==> config.mk <==
export PLATFORM = sky130hd
export DESIGN_NAME = imu_poll_seq
export DESIGN_NICKNAME = d
export VERILOG_FILES = /design/src/rtl/imu_poll_seq.sv
export SDC_FILE = /design/constraint.sdc
export NUM_CORES = 1
export LEC_CHECK = 0
export ABC_AREA = 1
export BUFFER_PORTS_ARGS = -buffer_cell sky130_fd_sc_hd__buf_4
export CAP_MARGIN = 40
export CORE_MARGIN = 3
export CORE_UTILIZATION = 28
export CTS_BUF_LIST = sky130_fd_sc_hd__clkbuf_16
export DETAILED_ROUTE_END_ITERATION = 10
export PLACE_DENSITY = 0.54
export SLEW_MARGIN = 10
export SYNTH_ARGS = -nofsm -noshare
export SYNTH_HDL_FRONTEND = slang
export SYNTH_SLANG_ARGS = --single-unit
==> constraint.sdc <==
create_clock -name clk -period 2.1 [get_ports clk]
set_input_delay 0.105 -clock clk [delete_from_list [all_inputs] [get_ports clk]]
set_output_delay 0.105 -clock clk [all_outputs]
set_load 0.01 [all_outputs]
==> src/rtl/imu_poll_seq.sv <==
// IMU polling sequencer: configures the gyro over an SPI monarch after power-up, then reads yaw rate on each data-ready edge.
// Optional macro FAST_SIM_EN shortens the power-up wait to a 10-bit timer for simulation.
module imu_poll_seq #(
  parameter int INIT_WAIT_W = 16
) (
  input  logic        clk,
  input  logic        rst,
  input  logic        INT,
  input  logic        done,
  input  logic [15:0] rd_data,
  output logic        wrt,
  output logic [15:0] cmd,
  output logic [15:0] yaw_rt,
  output logic        vld
);

`ifdef FAST_SIM_EN
  localparam int TMR_W = 10;
`else
  localparam int TMR_W = INIT_WAIT_W;
`endif

  localparam logic [TMR_W-1:0] TMR_MAX  = '1;
  localparam logic [TMR_W-1:0] TMR_FIRE = TMR_MAX - TMR_W'(1);

  localparam logic [15:0] CMD_INT_CFG = 16'h0D02;
  localparam logic [15:0] CMD_ACC_CFG = 16'h1160;
  localparam logic [15:0] CMD_GYR_CFG = 16'h1440;
  localparam logic [15:0] CMD_RD_YAWL = 16'hA600;
  localparam logic [15:0] CMD_RD_YAWH = 16'hA700;

  typedef enum logic [2:0] {
    INIT_WAIT,
    WR_INT,
    WR_ACC,
    WR_GYR,
    WAIT_INT,
    RD_L,
    RD_H
  } state_t;

  state_t           state;
  logic [TMR_W-1:0] timer;
  logic             int_s1, int_s2, int_s3;
  logic             done_q;
  logic [7:0]       yaw_lo;

  logic int_rise;
  logic done_rise;
  logic unused_rd_hi;

  // int_s3 only remembers the previous synchronized level for edge detection.
  assign int_rise     = int_s2 & ~int_s3;
  assign done_rise    = done & ~done_q;
  assign unused_rd_hi = ^rd_data[15:8];

  // NOTE: every register here is state, so all assignments are non-blocking;
  // reads within the block therefore see the value from before this edge.
  always_ff @(posedge clk) begin
    if (rst) begin
      state  <= INIT_WAIT;
      timer  <= '0;
      int_s1 <= 1'b0;
      int_s2 <= 1'b0;
      int_s3 <= 1'b0;
      done_q <= 1'b0;
      wrt    <= 1'b0;
      cmd    <= 16'h0000;
      yaw_lo <= 8'h00;
      yaw_rt <= 16'h0000;
      vld    <= 1'b0;
    end else begin
      int_s1 <= INT;
      int_s2 <= int_s1;
      int_s3 <= int_s2;
      done_q <= done;
      wrt    <= 1'b0;
      vld    <= 1'b0;

      case (state)
        // Fire on the edge where the timer reaches all-ones; it then parks there.
        INIT_WAIT: begin
          if (timer == TMR_FIRE) begin
            timer <= TMR_MAX;
            cmd   <= CMD_INT_CFG;
            wrt   <= 1'b1;
            state <= WR_INT;
          end else if (timer != TMR_MAX) begin
            timer <= timer + TMR_W'(1);
          end
        end
        WR_INT: begin
          if (done_rise) begin
            cmd   <= CMD_ACC_CFG;
            wrt   <= 1'b1;
            state <= WR_ACC;
          end
        end
        WR_ACC: begin
          if (done_rise) begin
            cmd   <= CMD_GYR_CFG;
            wrt   <= 1'b1;
            state <= WR_GYR;
          end
        end
        WR_GYR: begin
          if (done_rise) state <= WAIT_INT;
        end
        WAIT_INT: begin
          if (int_rise) begin
            cmd   <= CMD_RD_YAWL;
            wrt   <= 1'b1;
            state <= RD_L;
          end
        end
        RD_L: begin
          if (done_rise) begin
            yaw_lo <= rd_data[7:0];
            cmd    <= CMD_RD_YAWH;
            wrt    <= 1'b1;
            state  <= RD_H;
          end
        end
        // yaw_rt is only written here, so both bytes always come from one read pair.
        RD_H: begin
          if (done_rise) begin
            yaw_rt <= {rd_data[7:0], yaw_lo};
            vld    <= 1'b1;
            state  <= WAIT_INT;
          end
        end
        default: state <= INIT_WAIT;
      endcase
    end
  end

endmodule

==> results of run 1 <==
==> logic make-up after synthesis <==
kind of cell | after synthesis | synth area share
adder cells (fa/ha/maj) | 2 | 0.00907
buffers and inverters | 58 | 0.104
XOR/XNOR | 3 | 0.00953
flip-flops | 55 | 0.399
AND/OR/NAND/NOR | 218 | 0.363
AO/OA/AOI/OAI | 53 | 0.113
other | 1 | 0.00136
==> placed cells by master, fill, tap and decap left out, types with 10 or more instances in the layout <==
| cell | n |
|---|---|
| nand3_1 | 25 |
| dfxtp_1 | 55 |
| nand4_1 | 10 |
| nand2_2 | 12 |
| buf_4 | 42 |
| o21ai_0 | 30 |
| inv_1 | 35 |
| nand2_1 | 73 |
| a21oi_1 | 12 |
| nor2_1 | 82 |
==> final cells by class <==
class | count | share of cell area
Clock inverter | 3 | 0.00959
Multi-Input combinational cell | 282 | 0.426
Clock buffer | 5 | 0.0384
Sequential cell | 55 | 0.338
Inverter | 37 | 0.0426
Timing Repair Buffer | 42 | 0.0967
Tap cell | 129 | 0.0495
==> path summary, 6_finish.rpt <==
| path | startpoint | end | slack (ps) |
|---|---|---|---|
| max reg2reg | timer[0] | state[2] | 340 |
| min | INT | int_s1 | 10 |
| min reg2reg | int_s1 | int_s2 | 400 |
| max | timer[0] | state[2] | 340 |
==> layer usage <==
metal / vias up / GRT usage / share of wire
met4: 0 / 0.0272 / 0.0077
met5: - / 0 / 0
li1: 1285 / - / -
met2: 47 / 0.183 / 0.45
met1: 1109 / 0.146 / 0.49
met3: 6 / 0.0294 / 0.058
==> power breakdown <==
group / leakage, uW / internal [uW] / switching [uW]
registers: 0.000446 / 1130 / 76.0
clock network: 0.0000778 / 463 / 426
logic: 0.000928 / 262 / 471
total: 0.00145 / 1860 / 973
==> flip-flops by register name (all words and copies together) (netlist names) <==
| register | flops |
|---|---|
| cmd | 6 |
| done_q | 1 |
| int_s1 | 1 |
| int_s2 | 1 |
| int_s3 | 1 |
| state | 3 |
| timer | 16 |
| vld | 1 |
| wrt | 1 |
| yaw_lo | 8 |
| yaw_rt | 16 |
==> critical path, delay by kind of cell (launching register included) <==
kind / cells / cell delay (ps)
fa+ha+maj: 1 / 200
flops: 1 / 420
simple gates: 7 / 780
buf+inv: 4 / 250
==> metrics by stage <==
stage	cells	worst slack [ps]	util	power, uW
CTS	553	321	0.346	2870
floorplan	395	609	-	1840
detailed placement	545	341	0.330	1980
global placement	545	369	0.330	1970
finish	553	336	0.346	2830
global route	553	114	0.346	3030
==> impl_metrics.tcl, run 1 <==
set metrics [dict create \
    status "finished clean" \
    ys.flop_type "dfxtp_1" \
    ys_ff_latch 55 \
    synth_area_per_cell_um2 7.07 \
    min_period_over_period 0.840 \
    cpMaxStageDelayCell "dfxtp_1" \
    fp-row-count 35 \
    first_pass_iters 4 \
    grt_usage 0.112 \
    synth_top_area_cell "dfxtp_1" \
    synth_edf_count 0 \
    antenna_found_initial 0 \
    cts_max_level 2 \
    ioPinCount 54 \
    cts-resized-gates 0 \
    netlist_top_cells_area "dfxtp_1 40%, nor2_1 11%, nand2_1 9.9%" \
    arrival_ps 1960 \
    slew_viol_final 0 \
    rsz0062_at_grt "false" \
    wl_per_cell_um 10.6 \
    synth_top_area_frac 0.399 \
    hold_depth 3 \
    final_nets 445 \
    die_h_um 105 \
    critical-path-max-stage-delay_ps 420 \
    synth_area_um2 2760 \
    area_growth_syn_to_layout_pct 18.2 \
    synth_cell_type_count 28 \
    hold_ws_ps 14.7 \
    drcViolationCount 0 \
    yosysWarnings 0 \
    io_buffers 39 \
    globalplace.congestion 0.836 \
    grt_pass1_vias 2310 \
    critical_path.most_common_cell "inv_1" \
    postPlaceCellArea_um2 3100 \
    cts_sinks 55 \
    cts_tree "built" \
    nFillCells 1036 \
    post_cts_buffers 0 \
    fmax_ghz 0.567 \
    drive_gt1_frac 0.208 \
    yosysMostFrequentCell "nor2_1" \
    grt_pass1_wl_um 10600 \
    start_util 0.293 \
    cts_root_buf "clkbuf_16" \
    synth_cells 390 \
    grt_start_max_net_pins 27 \
    viasPerCell 4.42 \
    cp-end-kind "flip-flop" \
    tightest_slew_ps 671 \
    synthTopCellsByCount "82 x nor2_1, 73 x nand2_1, 55 x dfxtp_1" \
    vias 2447 \
    clock_path_buffers 2 \
    cts-hold-fix-buffers 0 \
    ant_nets 0 \
    finClkSkew_ps 7.16 \
    drt-initial-drc-count 92 \
    path_cells "inv_1 -> ha_1 -> nand3_1 -> inv_1 -> nand2_4 -> inv_2 -> nand2_2 -> nand2_2 -> nand3_2 -> nand2_1 -> inv_1 -> nor2_1" \
    wl_um 5850 \
    dieWidth_um 105 \
    hold_class "in2reg" \
    r2r_cells 12 \
    gr-total-overflow 0 \
    powerDensity_nw_per_um2 868 \
    multi_input_area_um2 1390 \
    design_area_um2 3260 \
    maxCapViolCount 0 \
    cp.required_ps 2290 \
    core_um2 9420 \
    diodes 0 \
    path_class "reg2reg" \
    hpwlAfterDp_um 4250 \
    vdd_drop_max_v 0.000365 \
    yosysSeqAreaShare 0.399 \
    critPathMaxFanout 16 \
    final.min_clock_period_ps 1760 \
    postSynth.asyncResetShare 0 \
    setup_viol_count_final 0 \
    seq_area_um2 1100 \
    cts_made_buffers 5 \
    start_kind "flip-flop" \
    clk_pin_slew_ps 80 \
    finalHoldViolCount 0 \
    die_area_um2 11100 \
    relSlewSlack 0.552 \
    fin_setup_tns_ps 0 \
    clock_latency_ps 300 \
    leakagePower_uw 0.00145 \
]
Power figures use the tool's default switching activity.
==> run 2, diff against run 1 <==
- PLACE_DENSITY: 0.54 -> 0.56
- clock period: 2.1 -> 1.55 ns (I/O delays scaled with it)
==> impl_metrics.tcl, run 2 (synthesis results as in run 1) <==
set metrics [dict create \
    status "finished with violations" \
    violations "negative hold slack" \
    min_period_over_period 0.939 \
    slew_viol_final 0 \
    hpwlAfterDp_um 4520 \
    hold_path_end "int_s1" \
    reg2reg_from "timer[0]" \
    cts_tree "built" \
    crit_cells 9 \
    clk_pin_slew_ps 70 \
    path_cells "ha_4 -> nand3_4 -> inv_4 -> nand2_4 -> nor2_8 -> nand2_4 -> nand2_8 -> nand2_1 -> a21oi_2" \
    cpMaxStageDelayCell "dfxtp_4" \
    wl_um 6340 \
    start_kind "flip-flop" \
    post_cts_buffers 0 \
    hold_class "in2reg" \
    layout_commonest_cell "nor2_1" \
    die_area_um2 11100 \
    area_growth_syn_to_layout_pct 31.3 \
    cts_sinks 55 \
    clock_path_buffers 2 \
    cts_max_level 2 \
    hold_start "INT" \
    drcViolationCount 0 \
    final_nets 472 \
    arrival_ps 1680 \
    grt_pass1_vias 2272 \
    grt_pass1_wl_um 10500 \
    grt_usage 0.112 \
    postLayoutCoreUtil 0.384 \
    drive_gt1_frac 0.295 \
    cp_num_buf_inv 1 \
    multi_input_area_um2 1480 \
    finalHoldViolCount 1 \
    setup_viol_count_final 0 \
    critPathMaxFanout 16 \
    critical_path.top_delay_family "simple AND/OR/NAND/NOR gates" \
    stdcell_count 580 \
    cp-end-kind "flip-flop" \
    critical_path.most_common_cell "nand2_4" \
    final_cell_mix "78 x nor2_1, 72 x nand2_1, 64 x buf_4" \
    hold_ws_ps -0.789 \
    dieWidth_um 105 \
    io_buffers 39 \
    first_pass_iters 4 \
    fmax_ghz 0.687 \
    largestRegisters "timer x16, yaw_rt x16, yaw_lo x8" \
    ioPinCount 54 \
    grt_start_max_net_pins 31 \
    fp-row-count 35 \
    final.min_clock_period_ps 1460 \
    clock_latency_ps 290 \
    gr-total-overflow 0 \
    seq_area_um2 1110 \
    wl_per_cell_um 10.9 \
    finClkSkew_ps 5.70 \
    vdd_drop_max_v 0.000628 \
    maxCapViolCount 0 \
    core_um2 9420 \
    timing.final.ws_setup_ps 94.9 \
    drt-initial-drc-count 108 \
    leakagePower_uw 0.00162 \
    critical-path-max-stage-delay_ps 390 \
    pre_cts_ws_ps -46.1 \
    path_class "reg2reg" \
    diodes 0 \
    vias 2536 \
    dp_cells 570 \
    cp.required_ps 1780 \
    r2r_cells 9 \
    cts_root_buf "clkbuf_16" \
    ant_nets 0 \
    antenna_found_initial 0 \
    cts_made_buffers 5 \
    die_h_um 105 \
    start_util 0.293 \
    rrSetupSlack_ps 90 \
    powerDensity_nw_per_um2 1110 \
    viasPerCell 4.37 \
    hold_depth 3 \
    globalplace.congestion 0.875 \
    nFillCells 996 \
    r2r-end "timer[9]" \
]
run 2: cell count changes in the layout (fill, tap and decap cells not counted), moves of 3 or more:
cell	previous run	this run
buf_12	0	3
buf_4	42	64
dfxtp_1	55	52
inv_1	35	31
nand3_1	25	22
nor2_1	82	78
nor2_2	1	4
run 2: through the flow:
stage | cell area, um2 | setup TNS (ps) | power (uW)
6_report | 3620 | 0 | 4030
5_1_grt | 3620 | -6.55 | 4280
4_1_cts | 3500 | 0 | 3990
3_5_place_dp | 3330 | -380 | 2810
3_3_place_gp | 3330 | -78.3 | 2800
2_1_floorplan | 2780 | 0 | 2490
run 2: report_power, final:
group / internal (uW) / switching, uW / leakage [uW]
Combinational: 501 / 717 / 0.00110
Clock: 606 / 541 / 0.0000700
Sequential: 1540 / 123 / 0.000447
run 2: tightest hold or removal path, stage by stage:
cell and delay [ps]:
buf_4 80, inv_1 30, nor2_1 70
run 2: cell type report:
cell class	instances	area share
inverters	37	0.0398
multi-input cells	282	0.409
well taps	129	0.0446
flip-flops and latches	55	0.307
clock buffers	5	0.0346
clock inverters	3	0.00691
repair buffers	69	0.159
run 2: layer usage:
| metal | vias up | routed length (um) | GRT usage |
|---|---|---|---|
| li1 | 1344 | - | - |
| met1 | 1139 | 3070 | 0.143 |
| met5 | - | 0 | 0 |
| met4 | 0 | 92 | 0.0291 |
| met2 | 45 | 2890 | 0.187 |
| met3 | 8 | 285 | 0.0294 |
run 2: worst max-delay path by stage:
stage,end,from,slack (ps)
after floorplan,timer[9],timer[0],60
after global placement,timer[0],timer[0],-20
after global routing,timer[12],timer[1],-7
final,timer[9],timer[0],90
after detailed placement,cmd[12],timer[0],-50
after CTS,cmd[12],timer[0],10
run 2: what timing repair did:
action                     4_1_cts  5_1_grt
gates resized for setup          4       28
hold buffers                     1        0
pin swaps                        0        7
hold endpoints to repair         1        0
cloned                           0        1
setup endpoints to repair       21       27
